`config.mk`:
```
export PLATFORM = sky130hd
export DESIGN_NAME = z80_stack_engine
export DESIGN_NICKNAME = d
export VERILOG_FILES = /design/src/rtl/z80_stack_engine.sv
export SDC_FILE = /design/constraint.sdc
export NUM_CORES = 1
export LEC_CHECK = 0
export ABC_CLOCK_PERIOD_IN_PS = 3350
export CAP_MARGIN = 10
export CORE_MARGIN = 2
export CORE_UTILIZATION = 49
export DETAILED_ROUTE_END_ITERATION = 12
export PLACE_DENSITY = 0.93
export SYNTH_ARGS = -nofsm -noshare
export SYNTH_HDL_FRONTEND = slang
export SYNTH_SLANG_ARGS = --single-unit
```
`constraint.sdc`:
```
create_clock -name clk -period 3.35 [get_ports clk]
set_clock_uncertainty 0.15 [all_clocks]
set_input_delay 0.335 -clock clk [delete_from_list [all_inputs] [get_ports clk]]
set_output_delay 0.335 -clock clk [all_outputs]
set_load 0.05 [all_outputs]
```
`src/rtl/z80_stack_engine.sv`:
```
// Multi-cycle PUSH/POP engine: moves one DATA_BYTES-wide word between a request
// port and a byte-wide memory port, one byte per memory handshake.
module z80_stack_engine #(
  parameter int DATA_BYTES = 2,
  parameter int ADDR_WIDTH = 16
) (
  input  logic                    clk,
  input  logic                    reset,
  input  logic                    req_valid,
  output logic                    req_ready,
  input  logic                    req_push,
  input  logic [ADDR_WIDTH-1:0]   req_sp,
  input  logic [8*DATA_BYTES-1:0] req_data,
  output logic [ADDR_WIDTH-1:0]   mem_addr,
  output logic                    mem_rd,
  output logic                    mem_wr,
  output logic [7:0]              mem_wdata,
  input  logic [7:0]              mem_rdata,
  input  logic                    mem_ready,
  output logic                    rsp_valid,
  output logic [8*DATA_BYTES-1:0] rsp_data,
  output logic [ADDR_WIDTH-1:0]   rsp_sp
);

  localparam int KW = (DATA_BYTES > 1) ? $clog2(DATA_BYTES) : 1;
  localparam logic [KW-1:0] K_LAST = KW'(DATA_BYTES - 1);

  typedef enum logic [1:0] {IDLE, ACCESS, DONE} state_t;

  state_t                          state, state_nxt;
  logic                            push_q;
  logic [ADDR_WIDTH-1:0]           sp_q;
  logic [DATA_BYTES-1:0][7:0]      data_q;
  logic [DATA_BYTES-1:0][7:0]      pop_word;
  logic [KW-1:0]                   k_q;
  logic                            accept;
  logic                            hs;
  logic                            last_byte;

  // PUSH walks downward from sp-1, POP upward from sp; both wrap modulo 2^ADDR_WIDTH.
  function automatic logic [ADDR_WIDTH-1:0] byte_addr(input logic push,
                                                      input logic [ADDR_WIDTH-1:0] sp,
                                                      input logic [KW-1:0] k);
    if (push) byte_addr = sp - ADDR_WIDTH'(k) - ADDR_WIDTH'(1);
    else      byte_addr = sp + ADDR_WIDTH'(k);
  endfunction

  function automatic logic [ADDR_WIDTH-1:0] final_sp(input logic push,
                                                     input logic [ADDR_WIDTH-1:0] sp);
    if (push) final_sp = sp - ADDR_WIDTH'(DATA_BYTES);
    else      final_sp = sp + ADDR_WIDTH'(DATA_BYTES);
  endfunction

  assign accept    = req_valid && req_ready;
  assign hs        = (state == ACCESS) && mem_ready;
  assign last_byte = (k_q == K_LAST);

  always_ff @(posedge clk) begin
    if (reset) state <= IDLE;
    else       state <= state_nxt;
  end

  always_comb begin
    state_nxt = state;
    case (state)
      IDLE:    if (req_valid) state_nxt = ACCESS;
      ACCESS:  if (mem_ready && last_byte) state_nxt = DONE;
      DONE:    state_nxt = IDLE;
      default: state_nxt = IDLE;
    endcase
  end

  always_comb begin
    req_ready = 1'b0;
    rsp_valid = 1'b0;
    mem_rd    = 1'b0;
    mem_wr    = 1'b0;
    mem_addr  = '0;
    mem_wdata = '0;
    case (state)
      IDLE:   req_ready = 1'b1;
      ACCESS: begin
        mem_rd   = !push_q;
        mem_wr   = push_q;
        mem_addr = byte_addr(push_q, sp_q, k_q);
        if (push_q) mem_wdata = data_q[K_LAST - k_q];
      end
      DONE:    rsp_valid = 1'b1;
      default: ;
    endcase
  end

  // POP assembles the result in place over the latched request word.
  always_comb begin
    pop_word      = data_q;
    pop_word[k_q] = mem_rdata;
  end

  always_ff @(posedge clk) begin
    if (reset) begin
      push_q   <= 1'b0;
      sp_q     <= '0;
      data_q   <= '0;
      k_q      <= '0;
      rsp_data <= '0;
      rsp_sp   <= '0;
    end else if (accept) begin
      push_q <= req_push;
      sp_q   <= req_sp;
      data_q <= req_data;
      k_q    <= '0;
    end else if (hs) begin
      if (!push_q) data_q <= pop_word;
      if (last_byte) begin
        rsp_data <= push_q ? data_q : pop_word;
        rsp_sp   <= final_sp(push_q, sp_q);
      end else begin
        k_q <= k_q + 1'b1;
      end
    end
  end

endmodule
```
Word level (Yosys, flattened, before mapping):

Index checks and enable logic that the tools add are counted.

* bits in registers: 68
* input port bits: 45
* output and inout port bits: 60
* logic and storage cells: 54

* add/sub/neg operators: 7
* $lt $le $gt $ge: 3
* equality and inequality tests: 4
* mux-type cells: 21
* bitwise operators: 1
* reduce and logical (&&, ||, !) cells: 10

Operators with widths (count)
* two-way mux 16 bit: 6
* two-way mux 8 bit: 5
* adder 16 x 1 -> 16 bit: 1
* adder 16 x 2 -> 16 bit, second input constant: 1
* bitwise mux 16 bit: 1
* subtractor 16 x 1 -> 16 bit: 1
* subtractor 16 x 1 -> 16 bit, second input constant: 1
* subtractor 16 x 2 -> 16 bit, second input constant: 1
* demux 8 bit (select 1 bit): 1
* two-way mux 1 bit: 5
* logical AND 1 bit: 4
* less-than comparator 1 x 2 -> 1 bit, second input constant: 2
* two-way mux 2 bit: 2
* one-hot mux 2 bit (2 select lines): 1
* AND reduction 3 bit: 1
* == test 2 x 1 -> 1 bit, second input constant: 1
* == test 2 bit, second input constant: 1
* logical NOT 2 bit: 1
* inequality test 2 x 1 -> 1 bit, second input constant: 1
* inequality test 2 bit, second input constant: 1
* AND reduction 2 bit: 1
* nonzero test 2 bit: 1
* OR reduction 2 bit: 1
* adder 1 bit, second input constant: 1
* other kinds (4): 4

Depth between registers and ports, before layout:

Gate-level depths: netlist of the first run.

* word-level depth: 8
* gate-level depth with buffers: 10
* mapped depth without buffers: 10

Least setup slack after synthesis of the first run:

OpenSTA, ideal clock, no wires.

* path type: register to output
* start: reg push_q
* end: out mem_addr[11]
* arrival: 2.646 ns
* data required time: 2.865 ns
* slack: 0.219 ns
* cell stages (with the launch flop): 7
* path through: dfxtp_1 buf_4 or3b_1 and4bb_1 a41oi_2 or3_1 a21oi_1

* longest elaborated chain between the ends: 2

RTL lines
* start: declaration: line 31 `logic push_q;`
* start signal: assignment: line 108 `push_q <= req_push;`
* two-way mux 16 bit: line 44 `if (push) byte_addr = sp - ADDR_WIDTH'(k) - ADDR_WIDTH'(1);`
* two-way mux 16 bit: line 80 `case (state)`
* end: declaration: line 14 `output logic [ADDR_WIDTH-1:0] mem_addr,`

Every way passes these cells.

Final worst setup path of the first run:

* start: reg k_q
* end: out mem_addr[11]

* longest elaborated chain between the ends: 4
* elaborated cells on any way between the ends: 5
* classes of those cells: add/sub: 3; mux: 2

RTL lines
* start: declaration: line 35 `logic [KW-1:0] k_q;`
* start signal: assignment: line 118 `k_q <= k_q + 1'b1;`
* subtractor 16 x 1 -> 16 bit (2 in series): line 44
* two-way mux 16 bit *: line 44
* two-way mux 16 bit *: line 80

Every way passes the cells marked *; elsewhere a longest branch is shown, timed or not.

==> results of run 1 <==
-- power by group --
group | switching (uW) | leakage [uW] | internal [uW]
logic | 232 | 0.00133 | 173
clock network | 358 | 0.000116 | 432
registers | 42.7 | 0.000554 | 838
total | 633 | 0.00200 | 1440
-- sequential cells by signal, indices dropped and copies added (netlist names) --
name      cells
rsp_data     16
sp_q         16
state         2
data_q       16
rsp_sp       16
push_q        1
k_q           1
-- per-layer routing --
metal,track usage,part of all wire
met2,0.494,0.52
met5,0,0
met3,0.0894,0.081
met1,0.291,0.38
met4,0.104,0.022
-- worst max-delay path by stage --
stage | from | end | depth (start not counted)
detailed placement | push_q$_SDFFE_PP0P_ | mem_addr[11] | 6
CTS | push_q$_SDFFE_PP0P_ | mem_addr[11] | 6
global placement | push_q$_SDFFE_PP0P_ | mem_addr[11] | 6
global route | k_q$_SDFFE_PP0P_ | mem_addr[11] | 8
floorplan | push_q$_SDFFE_PP0P_ | mem_addr[11] | 6
finish | k_q$_SDFFE_PP0P_ | mem_addr[11] | 8
-- cells in the final DEF, fill, tap and decap left out, types with 4 or more instances in the layout --
cell type,instances
dfxtp_1,67
and3_1,4
nand4_1,5
nor3_1,8
a21oi_1,70
xnor2_1,10
buf_4,14
clkbuf_8,9
mux2i_1,17
a211oi_1,12
xor2_1,11
ha_1,17
clkdlybuf4s50_1,87
nor2_1,55
o21ai_0,9
nand3_1,10
a21o_1,5
inv_1,10
buf_12,12
a31oi_1,5
nand2_1,92
a22oi_1,16
-- cells by family after synthesis --
kind of cell	count (synthesis)
compound gates	140
xor+xnor	21
fa+ha+maj	18
buf+inv	41
flops	68
mux	18
simple gates	202
-- stage by stage --
stage	hold slack, ns	cell area (sq um)
after global placement	0.292	5130
after detailed placement	0.296	5130
final	0.305	5360
after CTS	0.307	5360
after floorplan	0.295	3900
after global routing	0.331	5360
-- worst max-delay path: cells and delay by family, from the launching register on --
kind / cells / cell delay (ns)
fa+ha+maj: 1 / 0.21
simple gates: 3 / 1.09
compound gates: 2 / 0.33
flops: 1 / 0.37
buf+inv: 2 / 0.29
-- layout make-up --
class	count	area share
tap	102	0.0238
timing repair buffer	114	0.228
sequential	68	0.254
multi-input combinational	399	0.444
clock buffer	9	0.0231
clock inverter	7	0.0198
inverter	10	0.00700
==> metrics.csv, run 1 <==
stage;metric;value;unit
final_layout;drive_gt1_frac;0.0873;
min_path;hold_path_class;flop to flop;
worst_setup_path;reg2reg_to;rsp_sp[14]$_SDFFE_PP0P_;
routing;postRouteWirelength;11500;um
cts;cts_tree;done;
sta;finalCritPeriodShare;0.935;
worst_setup_path;worstSetupPathType;flop to output port;
synth;synth-xor-area-share;0.0471;
synth;yosysMostFrequentCell;nand2_1;
floorplanning;ios;105;
synth;synth_fa_ha_area_frac;0.0596;
final_layout;finalNonFillerCells;709;
min_path;worstHoldPathCells;2;
synth;syn_nets;571;
synth;synth_cell_types;56;
floorplanning;die_w;93.2;um
synth;ys.flop_type;dfxtp_1;
cts;cts_max_path_buffers;2;
floorplanning;die_y;93.2;um
floorplanning;start_util;0.505;
cts;worstSkewPairLatency;0.36;ns
synth;synth_top_family_by_area;simple AND/OR/NAND/NOR gates;
flow_run;cap_violations;0;
sta;worst_slack;0.218;ns
synth;synthSimpleGateAreaFrac;0.232;
sta;fin_setup_tns;0;ns
sta;fin_crit;3.13;ns
global_routing;grt_antenna_before_repair;0;
power;p_leak;0.00200;uW
synth;synth-async-reset-ratio;0;
worst_setup_path;crit_slowest_cell;or3b_1;
synth;synth.top_cells.by_count;nand2_1, a21oi_1, dfxtp_1;
synth;synth_area;3900;sq um
power;finalPower;2080;uW
min_path;hp-start;rsp_sp[11]$_SDFFE_PP0P_;
sta;max_slew_margin;0.404;
place;dp.cells;693;
synth;synthTopCellsByArea;dfxtp_1, a21oi_1, nand2_1;
final_layout;multi_input_area;2380;sq um
sta;rsz0062_at_grt;false;
global_routing;first_global_vias;4155;
final_layout;final_util;0.693;
cts;post_cts.repair.setup_buffers;0;
routing;drtIter0Drc;215;
floorplanning;rows;32;
synth;synth_mux_area_frac;0.0465;
synth;yosysSeqAreaShare;0.349;
routing;drtPass1Iterations;5;
global_routing;grt_max_degree;48;
floorplanning;core;7730;sq um
synth;avgSynthCellArea;7.68;sq um
sta;max_slew.worst_pin.slew;0.894;ns
synth;syn_inst;508;
cts;path_clk_slew;0.09;ns
cts;cts-root-buf;clkbuf_8;
global_routing;grt_overflow_total;0;
worst_setup_path;worstPathRequired;2.86;ns
synth;yosysTopAreaCell;dfxtp_1;
place;pre_cts_slack;0.530;ns
worst_setup_path;end_kind;output port;
synth;ys_seq_elements;68;
final_layout;diodes;0;
routing;vias;4188;
routing;drt-wirelength-per-cell;16.2;um
global_routing;track_usage;0.272;
synth;yosys_warnings;0;
cts;post_cts_resize_count;0;
global_routing;grt_pass1_wl;19000;um
worst_setup_path;start_kind;flop;
routing;drc;0;
sta;hold_viol;0;
place;portBuffers;104;
sta;drv_slew;0;
worst_setup_path;reg2reg_depth;6;
sta;fmaxAchievable;319;MHz
final_layout;seq_area;1360;sq um
cts;cts_hold_buffers;0;
place;hpwl;8370;um
routing;ant_nets;0;
worst_setup_path;reg2reg_setup_slack;0.76;ns
final_layout;area_growth;37.3;%
power;vdd_drop_max;0.000330;V
routing;via_per_inst;5.91;
worst_setup_path;r2r-start;push_q$_SDFFE_PP0P_;
min_path;hold_end;rsp_sp[11]$_SDFFE_PP0P_;
worst_setup_path;slowest_delay;0.40;ns
place;place_congestion;0.929;
power;powerDensity;387;nW/um^2
final_layout;nets;665;
cts;htreeDepth;3;
synth;synth_edf_count;0;
worst_setup_path;cp_cell_sequence;inv_1 -> ha_1 -> or3b_1 -> and4bb_1 -> a41oi_2 -> or3_1 -> a21oi_1 -> buf_12;
floorplanning;die_area;8690;sq um
cts;cts_made_buffers;9;
status;status;completed;
synth;synth_compound_area_frac;0.224;
synth;synth_top_area_share;0.349;
worst_setup_path;critPathMaxFanout;5;
worst_setup_path;cp.arrival;2.65;ns
cts;cts.sinks;68;
final_layout;nFillCells;576;
sta;setup_viol;0;
(Power assumes the default switching activity.)
==> run 2: changes to the inputs <==
- CTS_BUF_LIST: unset -> sky130_fd_sc_hd__clkbuf_4 sky130_fd_sc_hd__clkbuf_8 sky130_fd_sc_hd__clkbuf_16
==> results of run 2 <==
The final DEF is identical to that of run 1; final timing and power are the same.
==> patch 1 (settings of run 1) <==
Make the reset (`reset`) asynchronous in 2 clocked blocks.
--- a/src/rtl/z80_stack_engine.sv
+++ b/src/rtl/z80_stack_engine.sv
@@ -55,7 +55,7 @@
   assign hs        = (state == ACCESS) && mem_ready;
   assign last_byte = (k_q == K_LAST);
 
-  always_ff @(posedge clk) begin
+  always_ff @(posedge clk or posedge reset) begin
     if (reset) state <= IDLE;
     else       state <= state_nxt;
   end
@@ -96,7 +96,7 @@
     pop_word[k_q] = mem_rdata;
   end
 
-  always_ff @(posedge clk) begin
+  always_ff @(posedge clk or posedge reset) begin
     if (reset) begin
       push_q   <= 1'b0;
       sp_q     <= '0;
Function: differs if reset is asserted again (counterexample within 4 cycles, from zero or initial values and one cycle with reset high); with reset held inactive, the same outputs for 4 cycles.
==> patch 1 against run 1 <==
Register-to-register slack worse by 0.27 ns; via count fell by 7.2%; wire length grew 2.1%; critical path depth decreased by 2; setup slack got worse by 0.098 ns; non-clock buffer count down 1; final area grew 4.4%; area after synthesis is 6.0% higher; worst hold slack got worse by 0.0032 ns; sequential cell count unchanged; fmax shrank 3.0%; critical endpoint is now mem_addr[13]; largest cell class unchanged.
Power is not shown: default switching activity piles up to over one toggle a cycle in this logic, so the estimate is an artifact.
==> patch 1: results (changes against run 1) <==
M1 WL: 5.014 mm (+16%)
Syn Inst Count: 465 (-8.5%)
Netlist cell types: 61 (+8.9%)
Via count: 3885 (-7.2%)
Dpl cell area: 5355 um^2 (+4.4%)
Max H-tree Level: 3 (unchanged)
Post-synth ARST share: 100.0% (+100 points)
Worst skew pair latency: 0.35 ns
Critical path class: reg2out
WL/cell: 17.37 um (+7.2%)
Clock root buffer: clkbuf_8
Synth top area cells: dfrtp_1 41%, nand2_1 8.4%, ha_1 5.1%
Top routing layer in use: met4
Layout cell share with drive strength beyond 1: 12.81% (+4.1 points)
CP max-delay cell: dfrtp_1
DR WL met3: 821 um (-11%)
Total CTS buffers: 9 (unchanged)
R2R setup slack: 0.49 ns (-0.27 ns)
Initial detailed-routing violation count: 228 (+6.0%)
First-pass GRT wire length: 18.67 mm (-1.6%)
Final net count: 628 (-5.6%)
RR Endpoint: rsp_sp[15]
Worst R2R Start: push_q
CP arrival: 2.75 ns (+0.10 ns)
GPL Wtd Cong: 0.9657 (+3.9%)
Syn nets: 528 (-7.5%)
CP top delay family: simple AND/OR/NAND/NOR gates
Synth Flop Type: dfrtp_1
First-pass DRT Iterations: 5 (unchanged)
Hold Slack: 0.3021 ns (-0.003179 ns)
Met2 routed WL: 5.706 mm (-4.9%)
Gr usage total: 26.61% (-0.61 points)
Final std cells w/o fill: 675 (-4.8%)
Final antenna diode count: 0 (unchanged)
Post-synthesis sequential area ratio: 41.15% (+6.3 points)
Vias in the first global route: 3824 (-8.0%)
Status: finished, final reports clean
Worst rel slew slack: 48.12% (+7.7 points)
Worst setup margin: 0.1196 ns (-0.09847 ns)
Largest net degree at the start of global routing: 41 (-15%)
Reg2reg path depth: 7 (+1)
Post-detail-place hpwl: 8.701 mm (+4.0%)
PostCTS Resize Cnt: 0 (unchanged)
Hold crit path type: in2async
Inst Count DP: 659 (-4.9%)
# fillers: 625 (+8.5%)
Place WS: 0.5370 ns (+0.006926 ns)
Crit-path max FO: 16 (+11)
Synth warn: 0 (unchanged)
Seq. cell area: 1702 um^2 (+25%)
Port buffer count: 104 (unchanged)
Reg clk slew, reported paths: 0.08 ns
Max incr delay on CP: 0.71 ns (+0.31 ns)
Critical path destination: mem_addr[13]
Synth top cells by count: 92 x nand2_1, 68 x dfrtp_1, 56 x nor2_1
## patch 1: cell type report
| type | instances | share of cell area, % |
|---|---|---|
| Timing Repair Buffer | 113 | 21.20 |
| Sequential cell | 68 | 30.41 |
| Clock buffer | 10 | 2.281 |
| Tap cell | 105 | 2.348 |
| Clock inverter | 6 | 2.013 |
| Inverter | 11 | 0.7379 |
| Multi-Input combinational cell | 362 | 41.01 |
## patch 1: logic make-up (layout without fill, tap and decap cells)
| kind of cell | Yosys count | count (layout) | share of synthesized area, % |
|---|---|---|---|
| adders and majority gates | 18 | 18 | 5.628 |
| AOI/OAI and AO/OA | 98 | 98 | 15.86 |
| muxes | 31 | 31 | 7.927 |
| DFF | 68 | 68 | 41.15 |
| buffers and inverters | 35 | 140 | 3.358 |
| xor gates and xnor gates | 22 | 22 | 4.659 |
| and+or+nand+nor | 193 | 193 | 21.42 |
## patch 1: metal layers
metal	GRT usage [%]	vias to the layer above
met2	44.35	157
met5	0	-
met4	7.262	0
li1	-	1838
met1	34.90	1874
met3	6.186	16
==> patch 2 (config.mk and constraints of run 1) <==
Made on the original files. The parameter `DATA_BYTES` goes from 2 to 1.
--- a/src/rtl/z80_stack_engine.sv
+++ b/src/rtl/z80_stack_engine.sv
@@ -1,7 +1,7 @@
 // Multi-cycle PUSH/POP engine: moves one DATA_BYTES-wide word between a request
 // port and a byte-wide memory port, one byte per memory handshake.
 module z80_stack_engine #(
-  parameter int DATA_BYTES = 2,
+  parameter int DATA_BYTES = 1,
   parameter int ADDR_WIDTH = 16
 ) (
   input  logic                    clk,
Ports: changed (resized req_data and rsp_data); port bits go from 105 to 89. The function was not compared with the original's and may differ.
==> patch 2 against run 1 <==
Worst hold slack improved by 0.0013 ns; setup slack improved by 0.14 ns; largest cell class unchanged; final area decreased by 23%; register-to-register slack got worse by 0.18 ns; critical path depth decreased by 1; sequential cell count decreased by 17; highest routed layer unchanged; cell count decreased by 25%; area after synthesis decreased by 24%; wire length decreased by 28%; total power decreased by 22%.
==> patch 2: results (changes against run 1) <==
Synth top cells by count: 73 x nand2_1, 51 x dfxtp_1, 48 x a21oi_1
Comb. pwr: 0.423 mW (+4%)
Synth Area in Adders: 6.963% (+1.0 points)
Biggest regs: rsp_sp: 16 flops, sp_q: 16 flops
First-pass GRT wire length: 13.10 mm (-31%)
Synth top area cells: dfxtp_1 34%, nand2_1 9.2%, a21oi_1 8.1%
Synth warn: 0 (unchanged)
Final antenna diode count: 0 (unchanged)
Post-synthesis sequential area ratio: 34.23% (-0.65 points)
Initial detailed-routing violation count: 293 (+36%)
XOR/XNOR share of the synthesized area: 7.047% (+2.3 points)
Hold Crit Start: rsp_sp[5]
Pleak: 1.553 nW (-22%)
First-pass DRT Iterations: 4 (-1)
Critical path class: reg2out
Synth Flop Type: dfxtp_1
Mux share of post-synthesis cell area: 3.020% (-1.6 points)
Dpl cell area: 3991 um^2 (-22%)
WL/cell: 15.59 um (-3.8%)
GPL Wtd Cong: 0.8410 (-9.5%)
Hold crit path type: reg2reg
Post-synth ARST share: 0% (unchanged)
Net switching fraction of the power: 31.04% (+0.56 points)
Crit-path max FO: 45 (+40)
Gr usage total: 25.24% (-2.0 points)
Clock root buffer: clkbuf_8
Worst slew pin tran: 0.8079 ns (-0.08576 ns)
Initial antenna violation count: 0 (unchanged)
Synth Area in Compound Gates: 22.73% (+0.36 points)
Final net count: 507 (-24%)
Status: finished, final reports clean
Via count: 3000 (-28%)
Layout cell share with drive strength beyond 1: 7.473% (-1.3 points)
Worst R2R Start: push_q
Max VDD drop: 264.3 uV (-20%)
Clock power frac: 31.5% (-6.6 points)
Largest net degree at the start of global routing: 46 (-4.2%)
Max clock buf depth: 2 (unchanged)
R2R setup slack: 0.58 ns (-0.18 ns)
Max H-tree Level: 2 (-1)
Netlist cell types: 50 (-11%)
Total CTS buffers: 5 (-4)
Vias in the first global route: 2783 (-33%)
Place WS: 0.6467 ns (+0.1166 ns)
CP arrival: 2.50 ns (-0.15 ns)
Post-detail-place hpwl: 6.350 mm (-24%)
Worst skew pair latency: 0.31 ns (-0.05 ns)
Syn nets: 428 (-25%)
Port buffer count: 88 (-15%)
-- patch 2: cell types whose count changed after synthesis, moves of 7 or more --
| cell | change |
|---|---|
| clkbuf_1 | -8 |
| nand2_1 | -19 |
| a21oi_1 | -22 |
| inv_1 | -7 |
| dfxtp_1 | -17 |
| nand3_1 | -8 |
| mux2i_1 | -8 |
| a22oi_1 | -11 |
| nor2_1 | -21 |
-- patch 2: per-stage QoR --
stage / power, mW / instances / hold slack (ns)
2_1_floorplan: 0.9616 / 375 / 0.2945
3_3_place_gp: 1.101 / 522 / 0.2884
3_5_place_dp: 1.113 / 522 / 0.2947
4_1_cts: 1.615 / 530 / 0.3074
5_1_grt: 1.680 / 530 / 0.3429
6_report: 1.611 / 530 / 0.3066
-- patch 2: routing by layer --
metal / global-route usage, % / wire, um / vias to the layer above / part of all wire [%]
met4: 9.833 / 199 / 0 / 2.4
met1: 32.79 / 3430 / 1397 / 42
met3: 4.505 / 338 / 18 / 4.1
met2: 41.46 / 4293 / 96 / 52
met5: 0 / 0 / - / 0
li1: - / - / 1489 / -
-- patch 2: path summary, 6_finish.rpt --
| path | end | depth (start not counted) |
|---|---|---|
| max reg2reg | rsp_sp[12] | 8 |
| min | rsp_sp[5] | 2 |
| min reg2reg | rsp_sp[5] | 2 |
| max | mem_addr[12] | 7 |
-- patch 2: worst max-delay path: stages (launching register included) --
cell and delay, ns:
dfxtp_1 0.35, buf_4 0.44, nand4bb_1 0.22, nor3_2 0.28, nand2_1 0.14, or3_1 0.32, a21oi_1 0.25, buf_12 0.18
-- patch 2: cell type report --
cell class | instances | area (um^2)
multi-input cells | 300 | 1847
fillers | 468 | 1758
flip-flops and latches | 51 | 1021
repair buffers | 93 | 1018
well taps | 75 | 93.84
clock buffers | 5 | 68.82
clock inverters | 3 | 67.56
inverters | 3 | 11.26
